File: config.mk
export PLATFORM = sky130hd
export DESIGN_NAME = run_monitor
export DESIGN_NICKNAME = d
export VERILOG_FILES = /design/src/rtl/run_monitor.sv
export SDC_FILE = /design/constraint.sdc
export NUM_CORES = 1
export LEC_CHECK = 0
export ABC_AREA = 0
export CAP_MARGIN = 20
export CELL_PAD_IN_SITES_DETAIL_PLACEMENT = 0
export CELL_PAD_IN_SITES_GLOBAL_PLACEMENT = 2
export CORE_ASPECT_RATIO = 0.7
export CORE_UTILIZATION = 33
export CTS_BUF_LIST = sky130_fd_sc_hd__clkbuf_4
export DETAILED_ROUTE_END_ITERATION = 8
export GPL_TIMING_DRIVEN = 0
export PLACE_DENSITY = 0.86
export SLEW_MARGIN = 20
export SYNTH_ARGS = -nofsm -noshare
export SYNTH_HDL_FRONTEND = slang
export SYNTH_SLANG_ARGS = --single-unit
File: constraint.sdc
create_clock -name i_clk -period 4.15 [get_ports i_clk]
set_input_delay 0.6225 -clock i_clk [delete_from_list [all_inputs] [get_ports i_clk]]
set_output_delay 0.6225 -clock i_clk [all_outputs]
set_load 0.01 [all_outputs]
File: src/rtl/run_monitor.sv
// Run supervisor for the nlp16af core: launches a run, counts RUN cycles,
// filters the core finish flag and captures result/cycle count or a timeout.
module run_monitor #(
  parameter int DATA_W   = 16,
  parameter int CNT_W    = 32,
  parameter int TIMEOUT  = 1000,
  parameter int FIN_HOLD = 1
) (
  input  logic              i_clk,
  input  logic              i_rst,
  input  logic              i_start,
  input  logic              i_finish,
  input  logic [DATA_W-1:0] i_result_data,
  input  logic              i_ack,
  output logic              o_busy,
  output logic              o_valid,
  output logic              o_timeout,
  output logic [DATA_W-1:0] o_result,
  output logic [CNT_W-1:0]  o_cycles,
  output logic              o_core_rst,
  output logic [1:0]        o_state
);

  // Result handshake: o_valid rises with DONE/TOUT and holds with stable
  // o_result/o_cycles until i_ack is sampled high; the transfer happens on
  // that edge and o_valid drops in the following cycle.

  localparam logic [1:0] S_IDLE = 2'd0;
  localparam logic [1:0] S_RUN  = 2'd1;
  localparam logic [1:0] S_DONE = 2'd2;
  localparam logic [1:0] S_TOUT = 2'd3;

  localparam logic [CNT_W-1:0] CNT_MAX   = '1;
  localparam logic [CNT_W:0]   TIMEOUT_W = (CNT_W+1)'(TIMEOUT);
  localparam logic [3:0]       HOLD_LAST = 4'(FIN_HOLD - 1);

  logic [1:0]       state;
  logic [CNT_W-1:0] cyc_cnt;
  logic [CNT_W-1:0] cyc_next;
  logic [CNT_W:0]   cyc_inc;
  logic [3:0]       hold_cnt;
  logic             qualify;
  logic             timeout_hit;

  // The unsaturated increment is one bit wider so the timeout compare never
  // aliases when the counter sits at its maximum.
  always_comb begin
    cyc_inc     = {1'b0, cyc_cnt} + (CNT_W+1)'(1);
    cyc_next    = (cyc_cnt == CNT_MAX) ? cyc_cnt : cyc_inc[CNT_W-1:0];
    qualify     = i_finish && (hold_cnt == HOLD_LAST);
    timeout_hit = (TIMEOUT != 0) && (cyc_inc == TIMEOUT_W);
  end

  always_ff @(posedge i_clk) begin
    if (i_rst) begin
      state    <= S_IDLE;
      cyc_cnt  <= '0;
      hold_cnt <= '0;
      o_result <= '0;
      o_cycles <= '0;
    end else begin
      case (state)
        S_IDLE: begin
          cyc_cnt  <= '0;
          hold_cnt <= '0;
          if (i_start) state <= S_RUN;
        end
        S_RUN: begin
          cyc_cnt <= cyc_next;
          if (!i_finish)              hold_cnt <= '0;
          else if (hold_cnt != 4'hF)  hold_cnt <= hold_cnt + 4'd1;
          // A qualifying finish beats a coincident timeout.
          if (qualify) begin
            state    <= S_DONE;
            o_result <= i_result_data;
            o_cycles <= cyc_next;
          end else if (timeout_hit) begin
            state    <= S_TOUT;
            o_result <= '0;
            o_cycles <= TIMEOUT_W[CNT_W-1:0];
          end
        end
        S_DONE, S_TOUT: begin
          if (i_ack) begin
            state    <= S_IDLE;
            o_result <= '0;
            o_cycles <= '0;
          end
        end
        default: state <= S_IDLE;
      endcase
    end
  end

  assign o_busy     = (state == S_RUN);
  assign o_valid    = (state == S_DONE) || (state == S_TOUT);
  assign o_timeout  = (state == S_TOUT);
  assign o_core_rst = (state == S_IDLE);
  assign o_state    = state;

endmodule

Yosys cells after proc, flatten, opt, wreduce, memory -nomap -nowiden. Cells that the tools add are included.

Input port bits: 21. Flip-flop bits (word level): 86. Output and inout port bits: 54.

Muxes and demuxes: 18. Reductions and logical operators: 10. Equality and inequality tests: 10. Add/sub/neg operators: 2.

Operator list (count): $mux 32 (4); $pmux 32 s2 (2); $mux 16 (3); $add 32x1->33 const B (1); $eq 33x10->1 const B (1); $eq 32x32->1 const B (1); $pmux 16 s2 (1); $mux 2 (4); $mux 4 (2); $pmux 4 s2 (1); $pmux 2 s3 (1); $reduce_and 3->1 (2); $add 4x1->4 const B (1); $eq 2x2->1 const B (2); $logic_not 4->1 (1); $ne 2x2->1 const B (2); $ne 4x4->1 const B (1); $reduce_bool 2->1 (2); $ne 3x1->1 const B (1); $ne 3x2->1 const B (1); $eq 2x1->1 const B (1); $logic_not 2->1 (1); $reduce_and 2->1 (1); $reduce_or 2->1 (1); 2 further kinds (2).

Logic depth before layout (Yosys ltp).
Depth after elaboration: 5. Mapped depth: 11. Depth with buffers taken out: 9.

Worst setup path after synthesis. OpenSTA, ideal clock, no wires.

Path kind: register -> register. Start point: register cyc_cnt[14]. End point: register o_cycles[24]. Setup time: 0.117 ns. Path buffers: 3. Stages on the path, launching flop included: 12. Path slack: 1.182 ns. Arrival time: 2.852 ns. Required time: 4.033 ns. Cells stage by stage: dfxtp_1 -> buf_2 -> nand4_2 -> or4_1 -> buf_4 -> nor4_4 -> xnor2_1 -> a31oi_2 -> nor4_4 -> o21ai_4 -> buf_6 -> a22o_1.

Longest elaborated chain between the ends: 4. Elaborated cells between the ends (all ways): 8. Classes of those cells: 1 x add/sub; 3 x eq/ne; 3 x mux; 1 x reduce/logical.

RTL lines: start: declaration (line 38) `logic [CNT_W-1:0] cyc_cnt;`; start signal: assignment (line 69) `cyc_cnt <= cyc_next;`; $add 32x1->33 or $eq 32x32->1 (tied branches) (line 48, 49); $eq 33x10->1 or $mux 32 (tied branches) (line 51, 49); $ne 3x1->1 (no source line) or $mux 32 (tied branches); $reduce_and 3->1 (no source line) or $pmux 32 s2 (tied branches); end signal: assignment (line 76) `o_cycles <= cyc_next;`; end signal: assignment (line 80) `o_cycles <= TIMEOUT_W[CNT_W-1:0];`; end: declaration (line 19) `output logic [CNT_W-1:0] o_cycles,`.

Parallel ways exist; a longest one is shown, timed or not. A chain may end at the register's enable or synchronous reset.

Worst setup path in the final report.
Start point: register cyc_cnt[1]. End point: register o_cycles[18].

Same word-level chain as after synthesis.

==> out/results.ini <==
[run_status]
status = finished clean

[global_route]
grt_pass1_vias = 4172
grt_pass1_wl_um = 23600
grtUsageTotal_pct = 22.0
antenna_found_initial = 0
grt_max_degree = 16
grt_overflow = 0

[sta]
timing.fmax_mhz = 251
fin_skew_ns = 0.0271
maxSlewHeadroom_pct = 29.0
hold_violations = 0
period_minus_slack_ns = 3.98
slew_viol_final = 0
rsz0062_at_grt = false
timing.final.crit_share_pct = 96.0
worstMarginPinSlew_ns = 1.06
setup_violations = 0
tns_ns = 0

[critical_path]
path_buf_inv = 1
path_max_fanout = 10
path_cells = ha_1, nand4_2, nor4_1, nand4_1, a211oi_2, nand4_1, nor4_4, o21ai_4, buf_6, a22o_1
critical_path.startpoint_type = register
crit_path_frequent_cell = nand4_1
critPathSlowestCell = nor4_1
critPathMaxStageDelay_ns = 0.89
arrival_ns = 4.33
critPathKind = register to register
worstPathRequired_ns = 4.49
critical-path-top-delay-family = simple AND/OR/NAND/NOR gates
end_kind = register

[final_layout]
drive_gt1_share_pct = 7.94
stdcell_area_um2 = 5660
final_nets = 651
syn_to_final_growth_pct = 24.7

[clock_tree]
hold_buffers = 0
clkLatencyLatePin_ns = 0.46
cts_root_buffer = clkbuf_4
numCtsBuffers = 9
cts_buffer_depth = 2
path_clk_slew_ns = 0.15
cts_tree = yes
cts_sinks = 86
ctsHtreeMaxLevel = 3

[placed_design]
dp_hpwl_um = 11100
portBuffers = 74
gp_congestion = 0.893
dpl_cell_area_um2 = 5510

[worst_hold_path]
min-delay-path-class = register to register

[floorplan]
initial_core_util_pct = 34.2
dieArea_um2 = 14200
die_h_um = 100
fp.dieW_um = 142
rows = 35
core_area_um2 = 13300
ioPinCount = 75

[route]
wl_per_cell_um = 18.4
routed-via-count = 4478
wirelength_um = 15000
ant_nets = 0
drtIter0Drc = 387
firstDrtPassIters = 5
viasPerCell = 5.49
drcViolationCount = 0

[logic_synthesis]
synth.distinct_cells = 64
yosysSeqAreaShare_pct = 37.9
yosys_warnings = 0
synth_seq_cells = 86
syn_area_um2 = 4540
syn_area_per_cell_um2 = 8.39
synth_async_sr_flop_share_pct = 0
ys.flop_type = dfxtp_1
synth_edf_count = 0
synthCells = 541
syn-num-nets = 566

[pwr]
peakVddDrop_mv = 0.151
total_power_mw = 1.53
p_leak_nw = 2.03
p_per_area_nw_per_um2 = 271

[flow_run]
max-cap-violations = 0

==> cell usage in the layout, fill, tap and decap left out, types with 7 or more instances in the layout <==
cell	netlist	routed
nor3_1	22	22
a22o_1	31	31
xnor2_1	18	18
buf_2	11	11
nand2_1	57	57
nand3_1	21	21
inv_1	10	10
o21ai_0	10	10
a22oi_1	17	17
clkbuf_4	0	9
clkdlybuf4s50_1	0	74
dfxtp_1	86	86
mux2i_1	7	7
xor2_1	12	12
nor2_1	50	50
nand4_1	10	10
a21oi_1	40	40
clkbuf_1	29	29
==> logic make-up (layout without fill, tap and decap cells) <==
logic type	count (synthesis)	in the layout	share of synthesized area, %
fa+ha+maj	4	4	1.10
compound gates	147	147	23.5
simple gates	203	203	23.3
xor+xnor	30	30	5.79
other cells	0	1	0
buf+inv	63	152	6.53
flops	86	86	37.9
mux	8	8	1.79
==> sequential cells by signal, summed over array words and instances, names as in the netlist <==
signal    cells
cyc_cnt      32
o_cycles     32
o_result     16
hold_cnt      4
o_state       2
==> worst register-to-register path, cell delays in order, from the launching register on <==
cell	delay, ns
dfxtp_1	0.55
ha_1	0.30
nand4_2	0.30
nor4_1	0.89
nand4_1	0.21
a211oi_2	0.32
nand4_1	0.27
nor4_4	0.45
o21ai_4	0.16
buf_6	0.19
a22o_1	0.23
==> per-layer routing <==
layer / GRT usage (%) / vias to the layer above / part of all wire [%] / routed length [µm]
li1: - / 2139 / - / -
met1: 33.7 / 2146 / 52 / 7750
met2: 30.3 / 170 / 39 / 5910
met3: 4.72 / 23 / 7.4 / 1120
met4: 6.20 / 0 / 1.7 / 258
met5: 0 / - / 0 / 0
==> through the flow <==
stage	utilization, %	setup slack (ns)	hold slack, ns	cells
after floorplan	-	1.18	0.477	541
after global placement	41.5	0.281	0.439	800
after detailed placement	41.5	0.244	0.441	800
after CTS	42.6	0.191	0.476	815
after global routing	42.6	0.00935	0.496	815
final	42.6	0.165	0.471	816
==> synthesized netlist by cell type, types with 3 or more instances <==
library cell  count  share of area, %
nand4_1          10               1.4
a21oi_1          40               4.4
and4_1            5              0.96
buf_1             4              0.33
buf_2            11               1.2
xor2_1           12               2.3
ha_1              4               1.1
o2bb2ai_1         6               1.2
dfxtp_1          86                38
buf_6             5               1.2
mux2i_1           7               1.5
inv_1            10              0.83
a22oi_1          17               2.8
a22o_1           31               6.0
or3_1             3              0.41
o31ai_1           3              0.50
nand2_1          57               4.7
clkbuf_1         29               2.4
nor2_1           50               4.1
nor4_1            7              0.96
nand2b_1          3              0.41
a31oi_1           4              0.55
o21ai_0          10               1.1
and3_1            3              0.41
xnor2_1          18               3.5
a21o_1            6              0.99
nand3_1          21               2.3
o31a_1            3              0.58
and2_1            3              0.41
o21bai_1          5              0.83
nor3_1           22               2.4
==> cell type report <==
cell class                 count  area, µm²
antenna                        1       2.50
buffer                        52        255
timing repair buffer          74        741
inverter                      11       41.3
clock inverter                 6       71.3
sequential                    86       1720
clock buffer                   9       67.6
multi-input combinational    392       2530
fill                        1340       7610
tap                          185        231
==> power by group <==
group / switching, mW / leakage, nW / total [mW] / internal [mW]
Clock: 0.315 / 0.0743 / 0.501 / 0.187
Combinational: 0.101 / 1.26 / 0.179 / 0.0781
Sequential: 0.0104 / 0.694 / 0.850 / 0.840
==> worst paths after layout <==
check,start,to,slack (ns),depth (start not counted)
worst min-delay path,o_cycles[2],o_cycles[2],0.47,1
worst max register to register,cyc_cnt[1],o_cycles[18],0.17,10
worst min register to register,o_cycles[2],o_cycles[2],0.47,1
worst max-delay path,cyc_cnt[1],o_cycles[18],0.17,10
==> repair_timing <==
| item | 4_1_cts | 5_1_grt |
|---|---|---|
| gates resized for setup | 0 | 1 |
| endpoints found under the setup margin | 0 | 33 |
| setup buffers | 0 | 0 |
(Power assumes the default switching activity.)
